[src/rtl/elevator_if.sv]
// Request/status bundle between the floor-request logic, the elevator
// controller and the motor/door actuator drivers.
interface elevator_if;
    logic       emergency_stop;
    logic [2:0] destiny_floor;
    logic       door;
    logic [2:0] current_floor;
    logic       moving_up;
    logic       moving_down;
    logic       emergency;

    modport master (
        output emergency_stop,
        output destiny_floor,
        input  door,
        input  current_floor,
        input  moving_up,
        input  moving_down,
        input  emergency
    );

    modport slave (
        input  emergency_stop,
        input  destiny_floor,
        output door,
        output current_floor,
        output moving_up,
        output moving_down,
        output emergency
    );
endinterface

[src/rtl/elevator.sv]
// Single-car controller for an 8-floor shaft: one floor per FLOOR_CYCLES,
// door dwell of DOOR_CYCLES on arrival, and a freeze-and-resume emergency stop.
module elevator #(
    parameter int FLOOR_CYCLES = 2,
    parameter int DOOR_CYCLES  = 2
) (
    input  logic       clk,
    input  logic       reset,
    elevator_if.slave  bus
);
    localparam int TW = (FLOOR_CYCLES > 1) ? $clog2(FLOOR_CYCLES) : 1;
    localparam int DW = (DOOR_CYCLES > 1) ? $clog2(DOOR_CYCLES) : 1;
    localparam logic [TW-1:0] TLAST = TW'(FLOOR_CYCLES - 1);
    localparam logic [DW-1:0] DLAST = DW'(DOOR_CYCLES - 1);

    typedef enum logic [2:0] {
        S_IDLE, S_UP, S_DOWN, S_DOOR, S_EMERG
    } state_t;

    state_t          r_state, r_resume, w_state, w_resume;
    logic [2:0]      r_floor, r_target, w_floor, w_target, w_step;
    logic [TW-1:0]   r_tcnt, w_tcnt;
    logic [DW-1:0]   r_dcnt, w_dcnt;
    logic            r_door, r_up, r_down, r_emerg;
    logic            w_door, w_up, w_down, w_emerg;

    always_ff @(posedge clk) begin
        if (reset) begin
            r_state  <= S_IDLE;
            r_resume <= S_IDLE;
            r_floor  <= 3'd0;
            r_target <= 3'd0;
            r_tcnt   <= '0;
            r_dcnt   <= '0;
            r_door   <= 1'b0;
            r_up     <= 1'b0;
            r_down   <= 1'b0;
            r_emerg  <= 1'b0;
        end else begin
            r_state  <= w_state;
            r_resume <= w_resume;
            r_floor  <= w_floor;
            r_target <= w_target;
            r_tcnt   <= w_tcnt;
            r_dcnt   <= w_dcnt;
            r_door   <= w_door;
            r_up     <= w_up;
            r_down   <= w_down;
            r_emerg  <= w_emerg;
        end
    end

    always_comb begin
        w_state  = r_state;
        w_resume = r_resume;
        w_floor  = r_floor;
        w_target = r_target;
        w_tcnt   = r_tcnt;
        w_dcnt   = r_dcnt;
        w_step   = r_floor;

        if (bus.emergency_stop) begin
            // Everything freezes; only remember where we came from.
            w_state = S_EMERG;
            if (r_state != S_EMERG) w_resume = r_state;
        end else begin
            case (r_state)
                S_IDLE: begin
                    if (bus.destiny_floor != r_floor) begin
                        w_target = bus.destiny_floor;
                        w_tcnt   = '0;
                        w_state  = (bus.destiny_floor > r_floor) ? S_UP : S_DOWN;
                    end
                end
                S_UP, S_DOWN: begin
                    if (r_tcnt == TLAST) begin
                        w_step   = (r_state == S_UP) ? r_floor + 3'd1 : r_floor - 3'd1;
                        w_floor  = w_step;
                        w_tcnt   = '0;
                        // Destination is only re-sampled at a floor boundary.
                        w_target = bus.destiny_floor;
                        if (w_target == w_step) begin
                            w_state = S_DOOR;
                            w_dcnt  = '0;
                        end else begin
                            w_state = (w_target > w_step) ? S_UP : S_DOWN;
                        end
                    end else begin
                        w_tcnt = r_tcnt + 1'b1;
                    end
                end
                S_DOOR: begin
                    if (r_dcnt == DLAST) w_state = S_IDLE;
                    else                 w_dcnt  = r_dcnt + 1'b1;
                end
                S_EMERG: w_state = r_resume;
                default: w_state = S_IDLE;
            endcase
        end

        w_door  = (w_state == S_DOOR) || (w_state == S_EMERG && w_resume == S_DOOR);
        w_up    = (w_state == S_UP);
        w_down  = (w_state == S_DOWN);
        w_emerg = (w_state == S_EMERG);
    end

    assign bus.door          = r_door;
    assign bus.current_floor = r_floor;
    assign bus.moving_up     = r_up;
    assign bus.moving_down   = r_down;
    assign bus.emergency     = r_emerg;
endmodule

[src/flat_wrapper.sv]
// flat-port wrapper written by rule: the top's interface ports become plain ports
module elevator_flat 
#(
    parameter int FLOOR_CYCLES = 2,
    parameter int DOOR_CYCLES  = 2
)
  (clk, reset, bus_emergency_stop, bus_destiny_floor, bus_door, bus_current_floor, bus_moving_up, bus_moving_down, bus_emergency);
  elevator_if bus_i ();
  input  logic clk;
  input  logic reset;
  input wire logic [$bits(bus_i.emergency_stop)-1:0] bus_emergency_stop;
  input wire logic [$bits(bus_i.destiny_floor)-1:0] bus_destiny_floor;
  output wire logic [$bits(bus_i.door)-1:0] bus_door;
  output wire logic [$bits(bus_i.current_floor)-1:0] bus_current_floor;
  output wire logic [$bits(bus_i.moving_up)-1:0] bus_moving_up;
  output wire logic [$bits(bus_i.moving_down)-1:0] bus_moving_down;
  output wire logic [$bits(bus_i.emergency)-1:0] bus_emergency;
  assign bus_i.emergency_stop = bus_emergency_stop;
  assign bus_i.destiny_floor = bus_destiny_floor;
  assign bus_door = bus_i.door;
  assign bus_current_floor = bus_i.current_floor;
  assign bus_moving_up = bus_i.moving_up;
  assign bus_moving_down = bus_i.moving_down;
  assign bus_emergency = bus_i.emergency;
  elevator #(.FLOOR_CYCLES(FLOOR_CYCLES), .DOOR_CYCLES(DOOR_CYCLES)) u_core (.clk(clk), .reset(reset), .bus(bus_i));
endmodule
[config.mk]
export PLATFORM = sky130hd
export DESIGN_NAME = elevator_flat
export DESIGN_NICKNAME = d
export VERILOG_FILES = /design/src/rtl/elevator_if.sv /design/src/rtl/elevator.sv /design/src/flat_wrapper.sv
export SDC_FILE = /design/constraint.sdc
export NUM_CORES = 1
export LEC_CHECK = 0
export BUFFER_PORTS_ARGS = -buffer_cell sky130_fd_sc_hd__buf_2
export CAP_MARGIN = 0
export CORE_UTILIZATION = 40
export CTS_BUF_LIST = sky130_fd_sc_hd__clkbuf_8
export CTS_CLUSTER_SIZE = 40
export DETAILED_ROUTE_END_ITERATION = 8
export GPL_TIMING_DRIVEN = 0
export SYNTH_ARGS = -nofsm -noshare
export SYNTH_HDL_FRONTEND = slang
export SYNTH_SLANG_ARGS = --single-unit
[constraint.sdc]
create_clock -name clk -period 3.01 [get_ports clk]
set_input_delay 0 -clock clk [delete_from_list [all_inputs] [get_ports clk]]
set_output_delay 0 -clock clk [all_outputs]
set_load 0.02 [all_outputs]
* Word level (Yosys, flattened, before mapping)
Index checks and enable logic that the tools add are counted.
Storage, ports and cells: flip-flop bits (word level) 15, bits of input ports 6, word-level logic and storage cells 58
Operators by class: $add $sub $neg 4, magnitude comparators 2, equal/unequal tests 15, mux-type cells 18, bitwise operators 1, reductions and logical operators 9
Operators by type and width (count):
- two-way mux 3 bit | 8
- equality test 3 x 2 -> 1 bit, second input constant | 5
- case mux 3 bit (4 select lines) | 1
- equality test 3 x 1 -> 1 bit, second input constant | 2
- equality test 3 bit, second input constant | 2
- greater-than comparator 3 bit | 2
- != test 2 x 1 -> 1 bit, second input constant | 3
- AND reduction 3 bit | 2
- two-way mux 1 bit | 5
- two-way mux 2 bit | 2
- case mux 1 bit (2 select lines) | 2
- AND reduction 4 bit | 1
- nonzero test 2 bit | 2
- adder 3 x 1 -> 3 bit, second input constant | 1
- equality test 3 bit | 1
- logical NOT 3 bit | 1
- != test 3 bit | 1
- != test 3 bit, second input constant | 1
- subtractor 3 x 1 -> 3 bit, second input constant | 1
- adder 1 bit, second input constant | 2
- OR reduction 2 bit | 1
- logical AND 1 bit | 1
- logical OR 1 bit | 1
- NOT 1 bit | 1

* Logic depth before layout (Yosys ltp)
Gate-level depths: netlist (run 1).
word-level depth 11, mapped depth 11

* Worst setup path after synthesis (run 1)
Ideal clock, no wire load.
path kind reg2reg, start point register u_core.r_state[1], end point register u_core.r_down (netlist: u_core.bus.moving_down), setup time 0.080 ns, arrival 2.671 ns, required time 2.930 ns, setup slack 0.259 ns, cell stages (with the launch flop) 12, buffers on the path 1, clock period less this slack 2.751 ns, cells stage by stage dfxtp_1 buf_6 or3b_4 fa_1 xor2_1 xnor2_1 ha_1 a21oi_1 nand2_1 o221ai_1 and3_4 nor3b_1
On the way: word-level cells in the longest chain between the ends 9, elaborated cells between the ends (all ways) 17, classes of those cells order compare (1); eq/ne (6); mux (8); reduce/logical (2)
RTL lines:
- from (decl) | RTL line elevator.sv:20 | state_t r_state, r_resume, w_state, w_resume;
- from (signal assigned) | RTL line elevator.sv:40 | r_state <= w_state;
- equality test 3 x 1 -> 1 bit | RTL line elevator.sv:67, elevator.sv:77
- two-way mux 3 bit | RTL line elevator.sv:77 | w_step = (r_state == S_UP) ? r_floor + 3'd1 : r_floor - 3'd1;
- greater-than comparator 3 bit | RTL line elevator.sv:86 | w_state = (w_target > w_step) ? S_UP : S_DOWN;
- two-way mux 2 bit | RTL line elevator.sv:86
- two-way mux 3 bit | RTL line elevator.sv:82 | if (w_target == w_step) begin
- two-way mux 3 bit | RTL line elevator.sv:76 | if (r_tcnt == TLAST) begin
- case mux 3 bit (4 select lines) (*) | RTL line elevator.sv:67 | case (r_state)
- two-way mux 3 bit (*) | RTL line elevator.sv:62 | if (bus.emergency_stop) begin
- equality test 3 x 2 -> 1 bit (*) | RTL line elevator.sv:103 | w_down = (w_state == S_DOWN);
- to (signal assigned) | RTL line elevator.sv:48 | r_down <= w_down;
- to (decl) | RTL line elevator.sv:24 | logic r_door, r_up, r_down, r_emerg;
Every way passes the cells marked *; elsewhere a longest branch is shown, timed or not. A chain may end at the register's enable or synchronous reset.

* Worst setup path in the final report (run 1)
start point register u_core.r_state[1], end point register u_core.r_door (netlist: u_core.bus.door)
On the way: word-level cells in the longest chain between the ends 11, elaborated cells between the ends (all ways) 24, classes of those cells order compare (1); eq/ne (9); mux (10); reduce/logical (4)
RTL lines:
- equality test 3 x 1 -> 1 bit | RTL line elevator.sv:67, elevator.sv:77
- two-way mux 3 bit | RTL line elevator.sv:77
- greater-than comparator 3 bit | RTL line elevator.sv:86
- two-way mux 2 bit | RTL line elevator.sv:86
- two-way mux 3 bit | RTL line elevator.sv:82
- two-way mux 3 bit | RTL line elevator.sv:76
- case mux 3 bit (4 select lines) | RTL line elevator.sv:67
- two-way mux 3 bit | RTL line elevator.sv:62
- equality test 3 bit | RTL line elevator.sv:101 | w_door = (w_state == S_DOOR) || (w_state == S_EMERG && w_resume == S_DOOR);
- logical AND 1 bit | RTL line elevator.sv:101
- logical OR 1 bit (*) | RTL line elevator.sv:101
- to (signal assigned) | RTL line elevator.sv:46 | r_door <= w_door;
- to (decl) | RTL line elevator.sv:24
Marked as above.

==> summary.txt, run 1 <==
Run status
  • Status: complete, no violations

Pwr
  • Worst vdd ir: 0.303 mV
  • Pwr Density: 416 nW/µm²
  • Leakage: 0.460 nW

Global routing
  • Global Route Usage Sum: 0.171
  • Vias in the first global route: 739
  • Global-route wire length before repair: 3.23 mm
  • Pin count of the biggest net entering global routing: 11
  • Initial antenna violation count: 0
  • Most Crowded Layer GR: met2
  • Met2 global-route usage: 0.264
  • M1 GR Usage: 0.228
  • Met3 Use GR: 0.0494
  • Global route overflow: 0

Worst setup path
  • Kind of cell adding the most delay to the critical path: compound AO/OA/AOI/OAI gates
  • Critical path arrival: 3070 ps
  • Critical path class: flip-flop to flip-flop
  • WP buf/inv: 1
  • Worst R2R Start: u_core.r_state[1]
  • Worst setup SP type: flip-flop
  • Data required, critical path: 3170 ps
  • Slowest CP cell: or3b_4
  • Crit Path Max Fanout: 11
  • CP Launch Point: u_core.r_state[1]
  • CP cell instances: or3b_4 > fa_2 > xor2_2 > xnor2_1 > ha_1 > a21oi_2 > a211oi_2 > o221a_2 > buf_4 > o32ai_2
  • Worst R2R Setup Slack: 90 ps
  • Critical Path Max Stage Delay: 400 ps
  • Crit end category: flip-flop

Synthesis
  • Avg Inst Size Synth: 8.43 µm²
  • Ranking of synthesized cells by area: dfxtp_1 33%, ha_1 8.2%, nor2_1 4.5%, a21oi_1 3.8%, nand2_1 3.3%
  • Primary FF master, synth: dfxtp_1
  • Synth Net Count: 122
  • EDFF count, synth: 0
  • Post-synth ARST share: 0
  • Largest area contributor in the netlist: dfxtp_1
  • Area share of the largest cell type after synthesis: 0.327
  • Gate Count Post-Synth: 109
  • Synth warnings: 0
  • Sequential share of the synthesized area: 0.327
  • Cell area after synthesis: 918 µm²
  • Synth Register Bits: 15
  • Unique masters post-synth: 45

CTS
  • Clock Sinks: 15
  • Root Driver: clkbuf_8
  • CTS tree: yes
  • Worst skew pair latency: 250 ps
  • CTS Buf Count: 3
  • Bufs on Longest Clock Path: 2
  • Clk slew on worst S/H paths: 60 ps
  • # H-tree levels: 1

Die
  • I/O pins: 13
  • Die area: 2490 µm²
  • DIE HEIGHT: 49.9 µm
  • Initial Util: 0.445
  • Core footprint: 2060 µm²
  • Die Span X: 49.9 µm
  • Num rows: 16

Routing
  • Final wirelength: 1.90 mm
  • Total number of vias: 825
  • Initial DRT Pass Iterations: 4
  • Vias per inst: 5.39
  • Antenna viol nets, final: 0
  • Post-route DRC violation count: 0
  • Routed wire length per instance: 12.4 µm
  • DR iter-0 viols: 16

Timing
  • Final WS setup: 94.6 ps
  • Final setup fails: 0
  • Tightest Pin Transition: 401 ps
  • Crit share post-route: 0.969
  • Fin. Hold Viols: 0
  • Max Freq: 343 MHz
  • WHS: 97.0 ps
  • Final Max Slew Viols: 0
  • Worst slew margin: 0.733
  • Min Tclk post-route: 2920 ps
  • Worst Skew: 1.06 ps

Layout
  • Antenna fix cells: 0
  • Post-Route Utilization: 0.533
  • Filler cells: 196
  • Nets: 140
  • Share of cells above drive strength 1: 0.270
  • Area Growth Syn to Fin: 19.8%

Min path
  • Hold Crit Start: bus_emergency_stop
  • Worst min path class: primary input to flip-flop

Place
  • Pre-CTS setup slack: 3.30 ps
  • Detailed Place HPWL: 1.49 mm
  • GP Congestion: 0.831
  • Buffers on Ports: 11

Run
  • Maxcap violations: 0
## kinds of logic after synthesis
logic type / count (synthesis) / synth area share
adder cells (fa/ha/maj): 7 / 0.104
multiplexers: 1 / 0.0109
XOR/XNOR: 4 / 0.0382
flip-flops: 15 / 0.327
buffers and inverters: 13 / 0.0640
AND/OR/NAND/NOR: 42 / 0.268
AO/OA/AOI/OAI: 27 / 0.188
## final timing paths
check / end / cells past startpoint
min reg2reg: u_core.r_dcnt / 2
min: u_core.r_dcnt / 4
max: u_core.bus.door / 10
max reg2reg: u_core.bus.door / 10
## registers in the layout (all words and copies together) (netlist names)
signal                    cells
u_core.r_tcnt                 1
u_core.r_dcnt                 1
u_core.bus.moving_up          1
u_core.bus.current_floor      3
u_core.r_state                3
u_core.bus.emergency          1
u_core.bus.door               1
u_core.r_resume               3
u_core.bus.moving_down        1
## placed cells by master, fill, tap and decap left out, types with 2 or more instances in the layout
cell type,instances
nor3b_1,2
o21ai_0,5
ha_1,6
a22oi_1,2
a21oi_1,6
xnor2_1,3
dfxtp_1,14
nand3_1,2
a31oi_1,4
buf_4,3
clkbuf_8,3
nor2b_1,2
buf_2,13
nand2_1,8
nor2_1,11
inv_1,8
or2_1,2
## synthesized netlist by cell type (2+ instances only)
master,count
a21oi_1,7
nor3b_1,2
a31oi_1,4
a22oi_1,2
nor2_1,11
xnor2_1,3
nand3_1,2
o21ai_0,5
nand2_1,8
dfxtp_1,15
nor2b_1,2
buf_2,2
a211oi_1,2
inv_1,7
ha_1,6
or2_1,2
## layer usage
metal  part of all wire  vias to the layer above
li1                   -                      420
met1               0.50                      397
met4              0.011                        0
met3              0.021                        2
met5                  0                        -
met2               0.46                        6
## stage by stage
step | power, mW | TNS (ps) | area [µm²] | instances
CTS | 0.454 | 0 | 1050 | 151
detailed placement | 0.297 | 0 | 1010 | 147
global route | 0.480 | -20.4 | 1100 | 153
finish | 0.457 | 0 | 1100 | 153
global placement | 0.296 | 0 | 1010 | 147
floorplan | 0.276 | 0 | 918 | 109
## tightest hold or removal path: cells and delay by family
family          cells  cell delay, ps
compound gates      1              50
buf+inv             1             100
simple gates        2             150
## final cells by class
| type | count | area, µm² | share of cell area |
|---|---|---|---|
| buffer | 4 | 17.5 | 0.0159 |
| multi-input combinational | 81 | 592 | 0.538 |
| clock buffer | 3 | 41.3 | 0.0375 |
| tap | 27 | 33.8 | 0.0307 |
| sequential | 15 | 304 | 0.276 |
| timing repair buffer | 14 | 77.6 | 0.0705 |
| clock inverter | 1 | 3.75 | 0.00341 |
| inverter | 8 | 30.0 | 0.0273 |
## report_power, final
part / leakage (nW) / switching [mW] / total, mW / internal (mW)
combinational: 0.311 / 0.0513 / 0.0891 / 0.0379
sequential: 0.123 / 0.00545 / 0.210 / 0.205
clock: 0.0269 / 0.0673 / 0.158 / 0.0903
## what timing repair did
item / CTS / global route
pin swaps: 2 / 10
gates resized for setup: 0 / 8
setup buffers: 0 / 3
hold buffers: 0 / 0
endpoints found under the setup margin: 2 / 5
Note: power is estimated with default switching activity, not from simulation.
==> run 2, diff against run 1 <==
ABC_AREA = 1   (was unset)
CORE_MARGIN = 2   (was unset)
==> summary.txt, run 2 <==
Synthesis
  • Primary FF master, synth: dfxtp_1
  • Synth warnings: 0
  • Avg Inst Size Synth: 7.11 µm²
  • Cell with the most instances after synthesis: nand2_1
  • Post-synth ARST share: 0
  • Gate Count Post-Synth: 129
  • Synth Net Count: 142
  • Unique masters post-synth: 28
  • Area share of the largest cell type after synthesis: 0.327
  • Synth Register Bits: 15
  • Most frequent cells after synthesis: 26 x nand2_1, 15 x dfxtp_1, 15 x inv_1
  • Sequential share of the synthesized area: 0.327
  • Cell area after synthesis: 917 µm²
  • Largest area contributor in the netlist: dfxtp_1
  • EDFF count, synth: 0
  • Ranking of synthesized cells by area: dfxtp_1 33%, nand2_1 11%, ha_1 8.2%, inv_1 6.1%, nor2_1 5.7%

Pwr
  • Power consumption: 460 µW
  • Switch share: 0.287
  • Reg power frac: 0.462
  • Internal power: 328 µW
  • Clock share of power: 0.358
  • Worst vdd ir: 0.249 mV
  • Pwr Density: 433 nW/µm²
  • Net Switching: 132 µW
  • Combinational Power Share: 0.180
  • Leakage: 0.527 nW

CTS
  • CTS tree: yes
  • Clock Sinks: 15
  • Worst skew pair latency: 250 ps
  • Bufs on Longest Clock Path: 2
  • Clk slew on worst S/H paths: 60 ps
  • CTS Buf Count: 3
  • Post-CTS Resized: 0
  • # H-tree levels: 1
  • Root Driver: clkbuf_8

Worst setup path
  • Data required, critical path: 3150 ps
  • Worst setup SP type: flip-flop
  • Crit end category: flip-flop
  • Critical path class: flip-flop to flip-flop
  • Crit Path Max Fanout: 8
  • Critical path arrival: 2830 ps

Layout
  • Nets: 159
  • Fin cells: 173
  • Share of cells above drive strength 1: 0.221
  • Most frequent cells in the layout: 26 x nand2_1, 15 x inv_1, 15 x dfxtp_1
  • Antenna fix cells: 0
  • Area Growth Syn to Fin: 16.0%
  • Commonest non-fill, non-tap cell in the layout: nand2_1
  • Post-Route Utilization: 0.485

Timing
  • Final setup fails: 0
  • Crit share post-route: 0.895
  • Final Max Slew Viols: 0
  • Min Tclk post-route: 2690 ps
  • Fin. Hold Viols: 0
  • Worst slew margin: 0.760
  • Final setup TNS: 0 ps
  • RSZ-0062 raised after global routing: no
  • Worst Skew: 5.13 ps
  • Tightest Pin Transition: 358 ps
  • Max Freq: 371 MHz

Global routing
  • Global-route wire length before repair: 3.11 mm
  • Pin count of the biggest net entering global routing: 11
  • Global route overflow: 0
  • Initial antenna violation count: 0
  • Global Route Usage Sum: 0.159
  • Vias in the first global route: 723

Die
  • Core footprint: 2190 µm²
  • Die Span X: 51.9 µm
  • DIE HEIGHT: 51.9 µm
  • I/O pins: 13
  • Die area: 2690 µm²
  • Initial Util: 0.419
  • Num rows: 17

Routing
  • Routed wire length per instance: 10.7 µm
  • DR iter-0 viols: 12
  • Final wirelength: 1.85 mm
  • Total number of vias: 811
  • Initial DRT Pass Iterations: 4
  • Antenna viol nets, final: 0
  • Vias per inst: 4.69
  • Post-route DRC violation count: 0

Min path
  • Worst min path class: primary input to flip-flop

Place
  • Buffers on Ports: 11
  • GP Congestion: 0.826
  • DP Cell Count: 168
  • Detailed Place HPWL: 1.51 mm

Run
  • Maxcap violations: 0

Run status
  • Status: complete, no violations
run 2: changes by cell type after synthesis, sizes merged, moves of 4 or more:
cell / previous run / this run
nand2: 8 / 28
nor3: 1 / 5
inv: 8 / 20
nand3: 2 / 8
nor2: 12 / 17
run 2: kinds of logic (layout without fill, tap and decap cells):
family	after synthesis	after routing	synth area share
buffers and inverters	23	39	0.0996
xor gates and xnor gates	2	2	0.0191
DFF	15	15	0.327
adders and majority gates	7	7	0.104
and+or+nand+nor	62	62	0.323
AOI/OAI and AO/OA	20	20	0.127
run 2: stage by stage:
step	area [µm²]	setup WS [ps]	hold slack, ps
after global routing	1060	70.2	122
after CTS	1060	282	104
after global placement	1010	398	239
after detailed placement	1010	284	243
final	1060	316	106
after floorplan	917	676	175
run 2: layer usage:
layer | GRT usage | share of wire
met3 | 0.0259 | 0.022
met5 | 0 | 0
met1 | 0.203 | 0.48
met2 | 0.266 | 0.49
met4 | 0.0658 | 0.0065
run 2: timing repair:
item	4_1_cts	5_1_grt
endpoints found under the hold margin	5	0
hold buffers	1	0
buffers inserted	0	0
run 2: worst max-delay path, stage by stage, from the launching register on:
cell and delay [ps]:
dfxtp_1 340, inv_2 140, nand3_1 180, fa_1 410, xnor2_1 180, xor2_1 260, ha_1 310, a21oi_1 200
nand2_1 70, nand2_1 60, nand2_1 60, nand3_2 70, nand2_1 100, and3_1 190
run 2: power groups by stage:
stage	logic, mW	clock network (mW)	registers, mW
floorplan	0.0600	0	0.219
global placement	0.0797	0	0.217
detailed placement	0.0824	0	0.217
CTS	0.0837	0.168	0.213
global route	0.0944	0.178	0.213
finish	0.0829	0.165	0.212
run 2: worst paths after layout:
| check | startpoint | to | slack [ps] | cells after the start |
|---|---|---|---|---|
| worst max-delay path | u_core.r_state[2] | u_core.bus.emergency | 320 | 13 |
| worst min-delay path | bus_emergency_stop | u_core.bus.moving_up | 110 | 4 |
| worst max register to register | u_core.r_state[2] | u_core.bus.emergency | 320 | 13 |
| worst min register to register | u_core.r_dcnt | u_core.r_dcnt | 490 | 2 |
run 2: layout make-up:
class	count	area [µm²]
tap	28	35.0
timing repair buffer	12	65.1
multi-input combinational	91	526
sequential	15	300
fill	241	1130
clock inverter	1	5.00
inverter	21	78.8
buffer	2	12.5
clock buffer	3	41.3
